File: config.mk
export PLATFORM = sky130hd
export DESIGN_NAME = fp_div_seq
export DESIGN_NICKNAME = d
export VERILOG_FILES = /design/src/rtl/fp_div_seq.sv
export SDC_FILE = /design/constraint.sdc
export NUM_CORES = 1
export LEC_CHECK = 0
export BUFFER_PORTS_ARGS = -buffer_cell sky130_fd_sc_hd__clkbuf_2
export CORE_MARGIN = 8
export CORE_UTILIZATION = 40
export CTS_CLUSTER_SIZE = 28
export DETAILED_ROUTE_END_ITERATION = 10
export GPL_TIMING_DRIVEN = 0
export PLACE_DENSITY_LB_ADDON = 0.2
export SLEW_MARGIN = 10
export SYNTH_ARGS = -nofsm -noshare
export SYNTH_HDL_FRONTEND = slang
export SYNTH_SLANG_ARGS = --single-unit
export TNS_END_PERCENT = 100
File: constraint.sdc
create_clock -name clk -period 12.6 [get_ports clk]
set_input_delay 1.89 -clock clk [delete_from_list [all_inputs] [get_ports clk]]
set_output_delay 1.89 -clock clk [all_outputs]
set_load 0.02 [all_outputs]
File: src/rtl/fp_div_seq.sv
// rtl/fp_div_seq.sv - sequential IEEE-754 single-precision divider (restoring, 1 quotient bit/cycle)
module fp_div_seq (
   input  logic        clk,
   input  logic        reset,
   input  logic        start,
   input  logic [31:0] a,
   input  logic [31:0] b,
   output logic [31:0] result,
   output logic        done,
   output logic        busy,
   output logic        invalid,
   output logic        div_by_zero,
   output logic        overflow,
   output logic        underflow
);
   typedef enum logic [2:0] {IDLE, CHECK, DIVIDE, NORM, DONE} state_t;

   state_t             state, state_nx;
   logic [31:0]        a_q, b_q;
   logic               sign;
   logic [23:0]        mb;
   logic [25:0]        rem;
   logic [25:0]        q;
   logic signed [9:0]  exp_q;
   logic [4:0]         cnt;

   // operand classification; exponent-0 operands are flushed to zero
   logic [7:0] ea, eb;
   logic       a_zero, b_zero, a_inf, b_inf, a_nan, b_nan;
   logic       special;
   logic [31:0] spec_res;
   logic       spec_inv, spec_dbz;

   assign ea     = a_q[30:23];
   assign eb     = b_q[30:23];
   assign a_zero = (ea == 8'd0);
   assign b_zero = (eb == 8'd0);
   assign a_inf  = (ea == 8'hFF) && (a_q[22:0] == 23'd0);
   assign b_inf  = (eb == 8'hFF) && (b_q[22:0] == 23'd0);
   assign a_nan  = (ea == 8'hFF) && (a_q[22:0] != 23'd0);
   assign b_nan  = (eb == 8'hFF) && (b_q[22:0] != 23'd0);

   always_comb begin
      special  = 1'b1;
      spec_res = 32'd0;
      spec_inv = 1'b0;
      spec_dbz = 1'b0;
      if (a_nan || b_nan || (a_zero && b_zero) || (a_inf && b_inf)) begin
         spec_res = 32'h7FC00000;
         spec_inv = 1'b1;
      end else if (a_inf) begin
         spec_res = {a_q[31] ^ b_q[31], 31'h7F800000};
      end else if (b_zero) begin
         spec_res = {a_q[31] ^ b_q[31], 31'h7F800000};
         spec_dbz = 1'b1;
      end else if (a_zero || b_inf) begin
         spec_res = {a_q[31] ^ b_q[31], 31'd0};
      end else begin
         special = 1'b0;
      end
   end

   // restoring step
   logic [25:0] diff;
   logic        ge;
   assign diff = rem - {2'b00, mb};
   assign ge   = (rem >= {2'b00, mb});

   // normalise and round-to-nearest-even; the hidden bit is always set, so a
   // carry out of the 23-bit fraction means the mantissa reached 0x1000000
   logic [22:0]       n_frac, frac_out;
   logic              n_g, n_s, inc, carry;
   logic signed [9:0] n_exp, exp_out;

   always_comb begin
      if (q[25]) begin
         n_frac = q[24:2];
         n_g    = q[1];
         n_s    = q[0] | (rem != 26'd0);
         n_exp  = exp_q;
      end else begin
         n_frac = q[23:1];
         n_g    = q[0];
         n_s    = (rem != 26'd0);
         n_exp  = exp_q - 10'sd1;
      end
      inc               = n_g & (n_s | n_frac[0]);
      {carry, frac_out} = {1'b0, n_frac} + {23'd0, inc};
      exp_out           = carry ? n_exp + 10'sd1 : n_exp;
   end

   always_comb begin
      state_nx = state;
      case (state)
         IDLE:    if (start) state_nx = CHECK;
         CHECK:   state_nx = special ? DONE : DIVIDE;
         DIVIDE:  if (cnt == 5'd25) state_nx = NORM;
         NORM:    state_nx = DONE;
         DONE:    state_nx = IDLE;
         default: state_nx = IDLE;
      endcase
   end

   assign done = (state == DONE);
   assign busy = (state != IDLE);

   always_ff @(posedge clk) begin
      if (reset) begin
         state       <= IDLE;
         a_q         <= 32'd0;
         b_q         <= 32'd0;
         sign        <= 1'b0;
         mb          <= 24'd0;
         rem         <= 26'd0;
         q           <= 26'd0;
         exp_q       <= 10'sd0;
         cnt         <= 5'd0;
         result      <= 32'd0;
         invalid     <= 1'b0;
         div_by_zero <= 1'b0;
         overflow    <= 1'b0;
         underflow   <= 1'b0;
      end else begin
         state <= state_nx;
         case (state)
            IDLE: if (start) begin
               a_q         <= a;
               b_q         <= b;
               invalid     <= 1'b0;
               div_by_zero <= 1'b0;
               overflow    <= 1'b0;
               underflow   <= 1'b0;
            end
            CHECK: begin
               sign <= a_q[31] ^ b_q[31];
               if (special) begin
                  result      <= spec_res;
                  invalid     <= spec_inv;
                  div_by_zero <= spec_dbz;
               end else begin
                  mb    <= {1'b1, b_q[22:0]};
                  rem   <= {3'b000, a_q[22:0]} | 26'h0800000;
                  q     <= 26'd0;
                  cnt   <= 5'd0;
                  exp_q <= $signed({2'b00, ea}) - $signed({2'b00, eb}) + 10'sd127;
               end
            end
            DIVIDE: begin
               q   <= {q[24:0], ge};
               rem <= ge ? {diff[24:0], 1'b0} : {rem[24:0], 1'b0};
               cnt <= cnt + 5'd1;
            end
            NORM: begin
               if (exp_out >= 10'sd255) begin
                  result   <= {sign, 31'h7F800000};
                  overflow <= 1'b1;
               end else if (exp_out <= 10'sd0) begin
                  result    <= {sign, 31'd0};
                  underflow <= 1'b1;
               end else begin
                  result <= {sign, exp_out[7:0], frac_out};
               end
            end
            default: ;
         endcase
      end
   end
endmodule

After elaboration in Yosys (flattened, before gate mapping)

Cells that the tools add are included.

Register bits after elaboration: 195
Input bits: 67
Output and inout bits: 38
Word-level logic and storage cells: 116

$add $sub $neg: 7
Magnitude comparators: 3
Eq/ne operators: 14
Multiplexer cells: 42
Bitwise logic cells: 5
Reductions and logical operators: 31

Operator list:

| operator                                                           | count |
|---|---|
| 2-to-1 mux 32 bit                                                  | 5 |
| case mux 26 bit (2 select lines)                                   | 2 |
| 2-to-1 mux 26 bit                                                  | 3 |
| case mux 32 bit (2 select lines)                                   | 1 |
| 2-to-1 mux 31 bit                                                  | 2 |
| zero test 23 bit                                                   | 2 |
| nonzero test 23 bit                                                | 2 |
| greater-or-equal comparator 26 x 24 -> 1 bit                       | 1 |
| nonzero test 26 bit                                                | 1 |
| subtractor 25 x 24 -> 25 bit                                       | 1 |
| adder 23 x 1 -> 24 bit                                             | 1 |
| 2-to-1 mux 23 bit                                                  | 1 |
| 2-to-1 mux 10 bit                                                  | 2 |
| == test 8 bit, second input constant                               | 2 |
| zero test 8 bit                                                    | 2 |
| 2-to-1 mux 1 bit                                                   | 16 |
| inequality test 2 bit, second input constant                       | 7 |
| case mux 3 bit (4 select lines)                                    | 1 |
| adder 10 x 2 -> 10 bit, second input constant                      | 1 |
| adder 9 x 8 -> 10 bit, second input constant                       | 1 |
| greater-or-equal comparator 10 x 9 -> 1 bit, second input constant | 1 |
| <= comparator 10 x 1 -> 1 bit, second input constant               | 1 |
| case mux 5 bit (2 select lines)                                    | 1 |
| AND reduction 2 bit                                                | 5 |
| other kinds (21)                                                   | 40 |

Longest topological paths before layout

Word-level depth: 11
Gate-level depth with buffers: 16
Gate-level depth less buffers: 13

Worst setup path after synthesis

OpenSTA, ideal clock, no wires.

Path type: reg2reg
Start point: reg q[25]
End point: reg result[22]
Library setup time: 0.070 ns
Arrival time: 3.963 ns
Data required time: 12.530 ns
Setup slack: 8.567 ns
Stages on the path, launching flop included: 17
Path buffers: 5
Clock period less this slack: 4.033 ns
Cells stage by stage: dfxtp_1 -> buf_2 -> buf_2 -> buf_1 -> clkbuf_1 -> clkbuf_1 -> mux2_2 -> ha_1 -> nand3_1 -> nor4b_1 -> nand2_1 -> nor2_1 -> nand3_1 -> mux2i_1 -> a211oi_1 -> o32a_1 -> a21oi_1

Word-level cells in the longest chain between the ends: 9
Elaborated cells on any way between the ends: 14
Classes of those cells: 2 x add/sub; 2 x order compare; 8 x mux; 2 x bitwise

RTL lines:

| element                                                      | line | source |
|---|---|---|
| from (decl)                                                  | 23   | `logic [25:0] q;` |
| from (signal assigned)                                       | 149  | `q <= {q[24:0], ge};` |
| 2-to-1 mux 1 bit / 2-to-1 mux 23 bit (equally long branches) | 76   | `if (q[25]) begin` |
| OR 1 bit                                                     | 87   | `inc = n_g & (n_s \| n_frac[0]);` |
| bitwise AND 1 bit                                            | 87   |  |
| adder 23 x 1 -> 24 bit                                       | 88   | `{carry, frac_out} = {1'b0, n_frac} + {23'd0, inc};` |
| 2-to-1 mux 10 bit                                            | 89   | `exp_out = carry ? n_exp + 10'sd1 : n_exp;` |
| <= comparator 10 x 1 -> 1 bit                                | 157  | `end else if (exp_out <= 10'sd0) begin` |
| 2-to-1 mux 31 bit                                            | 157  |  |
| 2-to-1 mux 31 bit *                                          | 154  | `if (exp_out >= 10'sd255) begin` |
| case mux 32 bit (2 select lines) *                           | 125  | `case (state)` |
| to (signal assigned)                                         | 155  | `result <= {sign, 31'h7F800000};` |
| to (signal assigned)                                         | 158  | `result <= {sign, 31'd0};` |
| to (signal assigned)                                         | 161  | `result <= {sign, exp_out[7:0], frac_out};` |
| to (decl)                                                    | 8    | `output logic [31:0] result,` |

Every way passes the cells marked *; elsewhere a longest branch is shown, timed or not.
A chain may end at the register's enable or synchronous reset.

Worst setup path after layout

Same ends and word-level chain as after synthesis.

==> run metrics <==
number of buffers inserted by port buffering=104; DRC=0; ant diodes=0; clock latency on the worst-skew pair=0.45 ns; RSZ-0062 raised after global routing=false; measured slew at the worst slew-check pin=1.01 ns; Initial Utilization=40.7%; reg-to-reg slack, setup=6.90 ns; row count=60; Max Clock Skew=0.0153 ns; CP delay by family, top=buffers and inverters; Power Density=225 mW/mm²; Routed WL=33.6 mm; Tcrit/Tclk final=45.3%; mean post-synth cell area=7.68 µm²; HP Class=reg -> reg; clock input transition at the sequential cells of the worst setup and hold paths=0.09 ns; TritonCTS Buffers=17; final core occ=46.5%; Final nets=1,658; CP Cell Sequence=buf_2, buf_2, buf_1, clkbuf_1, clkbuf_1, mux2_2, ha_1, nand3_1, nor4b_1, nand2_1, nor2_1, nand3_1, mux2i_1, a211oi_1, o32a_1, a21oi_1; final setup TNS=0 ns; CTS tree=done; post-synth top area cell=dfxtp_1; max-cap violations=0; Area Overhead vs Synth=14.4%; vias in the first global route=10,284; die area=0.0330 mm²; Pint=1.51 mW; RePlAce Congestion=0.945; final worst path period need=5.70 ns; top cells by area, synth=dfxtp_1, nand2_1, a21oi_1; via count=10,707; Root Driver=clkbuf_16; leak pwr=4.74 nW; Comb pwr share=52.5%; gr ovfl total=0; largest net degree at the start of global routing=24; CP peak stage delay=0.79 ns; gr usage total=20.3%; Distinct cells, synth=79; EDFF count, synth=0; Post-CTS Hold Buffers=0; CP arrival=6.03 ns; Pre-Repair DR Iteration Count=5; CTS Sinks=195; Bufs and invs on worst path=5; via density per instance=5.62; YS warnings=0; H-tree depth=4; asr flop ratio synth=0%; Slew HR=31.9%; sw power=1.31 mW; Post-Syn Instances=1,428; mapped cell area=0.0110 mm²; Top FF cell, synth=dfxtp_1; top cell type's share of synthesized area=35.6%; Pwr Total=2.82 mW; hpwl dp=25.7 mm; num ports=105; Seq pwr share=26.9%; share of cells above drive strength 1=10.7%; status=completed; CP Class=reg -> reg; sw frac=46.4%; syn nets=1,535; synthesis-stage register bit count=195; sequential-to-total area share from yosys stat=35.6%; Worst VDD drop=0.224 mV; initial antenna violation count=0; Die W=182 µm; Slowest-stage cell, CP=nor4b_1; Highest Clock Rate=175 MHz; Critical Path Start Type=flip-flop; Setup crit end kind=flip-flop; Setup Viol. Count Final=0; Worst Path Max Fanout=10; WL per Instance=17.6 µm; first-pass GRT wire length=55.0 mm; Routed Antenna Nets=0; final count of hold timing violations=0; fill count=2,667; Clk pwr share=20.6%; Die Height=182 µm; DRT iter0 DRCs=777; clock tree buffer depth=2; Core Region=0.0270 mm²; CP required=12.92 ns; post-CTS setup buffer count=0; fin. max-slew vios=0; Post-CTS Resized=0
[Yosys cell counts (7+ instances only)]
cell	n
a31oi_1	23
o21ai_0	49
xnor2_1	38
and3_1	7
a22o_1	14
and2_1	10
a21o_1	9
clkbuf_1	83
o211ai_1	9
nor2_1	80
inv_1	58
mux2_2	7
a32o_1	8
nor2b_1	11
xor2_1	19
mux2i_1	24
nand3_1	63
ha_1	38
nor3_1	30
and4_1	15
nor4_1	28
a21oi_1	167
o21bai_1	7
o21a_1	10
nand2_1	274
a211oi_1	16
dfxtp_1	195
nand4_1	20
[worst paths after layout]
kind,end,start,cells after the start
worst min register to register,mb[10],mb[10],2
worst min-delay path,mb[10],mb[10],2
worst max-delay path,result[22],q[25],16
worst max register to register,result[22],q[25],16
[metrics by stage]
stage / setup WS [ns] / hold slack [ns] / cell area [µm²] / std cells
finish: 6.90 / 0.463 / 12500 / 1905
global route: 6.60 / 0.485 / 12500 / 1905
CTS: 6.95 / 0.465 / 12500 / 1905
detailed placement: 6.99 / 0.453 / 11900 / 1873
global placement: 7.03 / 0.444 / 11900 / 1873
floorplan: 8.57 / 0.436 / 11000 / 1428
[cell usage in the layout (no fill, tap or decap), types with 11 or more instances in the layout]
| cell | synthesis | routed |
|---|---|---|
| nand3_1 | 63 | 63 |
| nand2_1 | 274 | 274 |
| clkbuf_2 | 0 | 104 |
| o21ai_0 | 49 | 49 |
| ha_1 | 38 | 38 |
| xor2_1 | 19 | 19 |
| nor2_1 | 80 | 80 |
| nand4_1 | 20 | 20 |
| clkbuf_16 | 0 | 17 |
| xnor2_1 | 38 | 38 |
| and4_1 | 15 | 15 |
| clkbuf_1 | 83 | 83 |
| dfxtp_1 | 195 | 195 |
| inv_1 | 58 | 58 |
| nor4_1 | 28 | 28 |
| a211oi_1 | 16 | 16 |
| nor3_1 | 30 | 30 |
| nor2b_1 | 11 | 11 |
| a31oi_1 | 23 | 23 |
| a21oi_1 | 167 | 167 |
| mux2i_1 | 24 | 24 |
| a22o_1 | 14 | 14 |
[layer usage]
layer  GRT usage (%)  share of wire, %  up-vias
li1                -                 -     5329
met1            27.7                47     5037
met2            33.0                46      305
met3            2.61               5.1       36
met4            6.26               2.0        0
met5               0                 0        -
[logic make-up (layout without fill, tap and decap cells)]
| logic type | count (synthesis) | in the layout | share of synthesized area (%) |
|---|---|---|---|
| multiplexers | 31 | 31 | 2.91 |
| XOR/XNOR | 57 | 57 | 4.55 |
| flip-flops | 195 | 195 | 35.6 |
| AND/OR/NAND/NOR | 576 | 576 | 24.8 |
| adder cells (fa/ha/maj) | 40 | 40 | 4.70 |
| AO/OA/AOI/OAI | 376 | 376 | 21.9 |
| buffers and inverters | 153 | 289 | 5.48 |
[cell type report]
| type | count | area, µm² | area share (%) |
|---|---|---|---|
| multi-input combinational | 1080 | 6460 | 51.5 |
| sequential | 195 | 3900 | 31.1 |
| clock buffer | 17 | 425 | 3.39 |
| inverter | 58 | 218 | 1.74 |
| tap | 341 | 427 | 3.40 |
| timing repair buffer | 104 | 520 | 4.15 |
| clock inverter | 15 | 210 | 1.68 |
| buffer | 95 | 383 | 3.05 |
[worst reg2reg max path, cell delays in order (launching register included)]
cell and delay, ns:
dfxtp_1 0.31, buf_2 0.25, buf_2 0.33, buf_1 0.51
clkbuf_1 0.55, clkbuf_1 0.53, mux2_2 0.27, ha_1 0.20
nand3_1 0.13, nor4b_1 0.79, nand2_1 0.34, nor2_1 0.45
nand3_1 0.18, mux2i_1 0.15, a211oi_1 0.28, o32a_1 0.25
a21oi_1 0.08
[flip-flops by register name, summed over array words and instances, names as in the netlist]
register and cells:
a_q 32, b_q 32, result 32, q 26
rem 26, mb 24, exp_q 10, cnt 5
state 3, div_by_zero 1, invalid 1, overflow 1
sign 1, underflow 1
[power groups by stage]
stage          clock (mW)  sequential (mW)  combinational [mW]
2_1_floorplan           0            0.755                1.10
3_3_place_gp            0            0.769                1.44
3_5_place_dp            0            0.770                1.45
4_1_cts             0.590            0.756                1.46
5_1_grt             0.613            0.767                1.63
6_report            0.582            0.758                1.48
(Power assumes the default switching activity.)
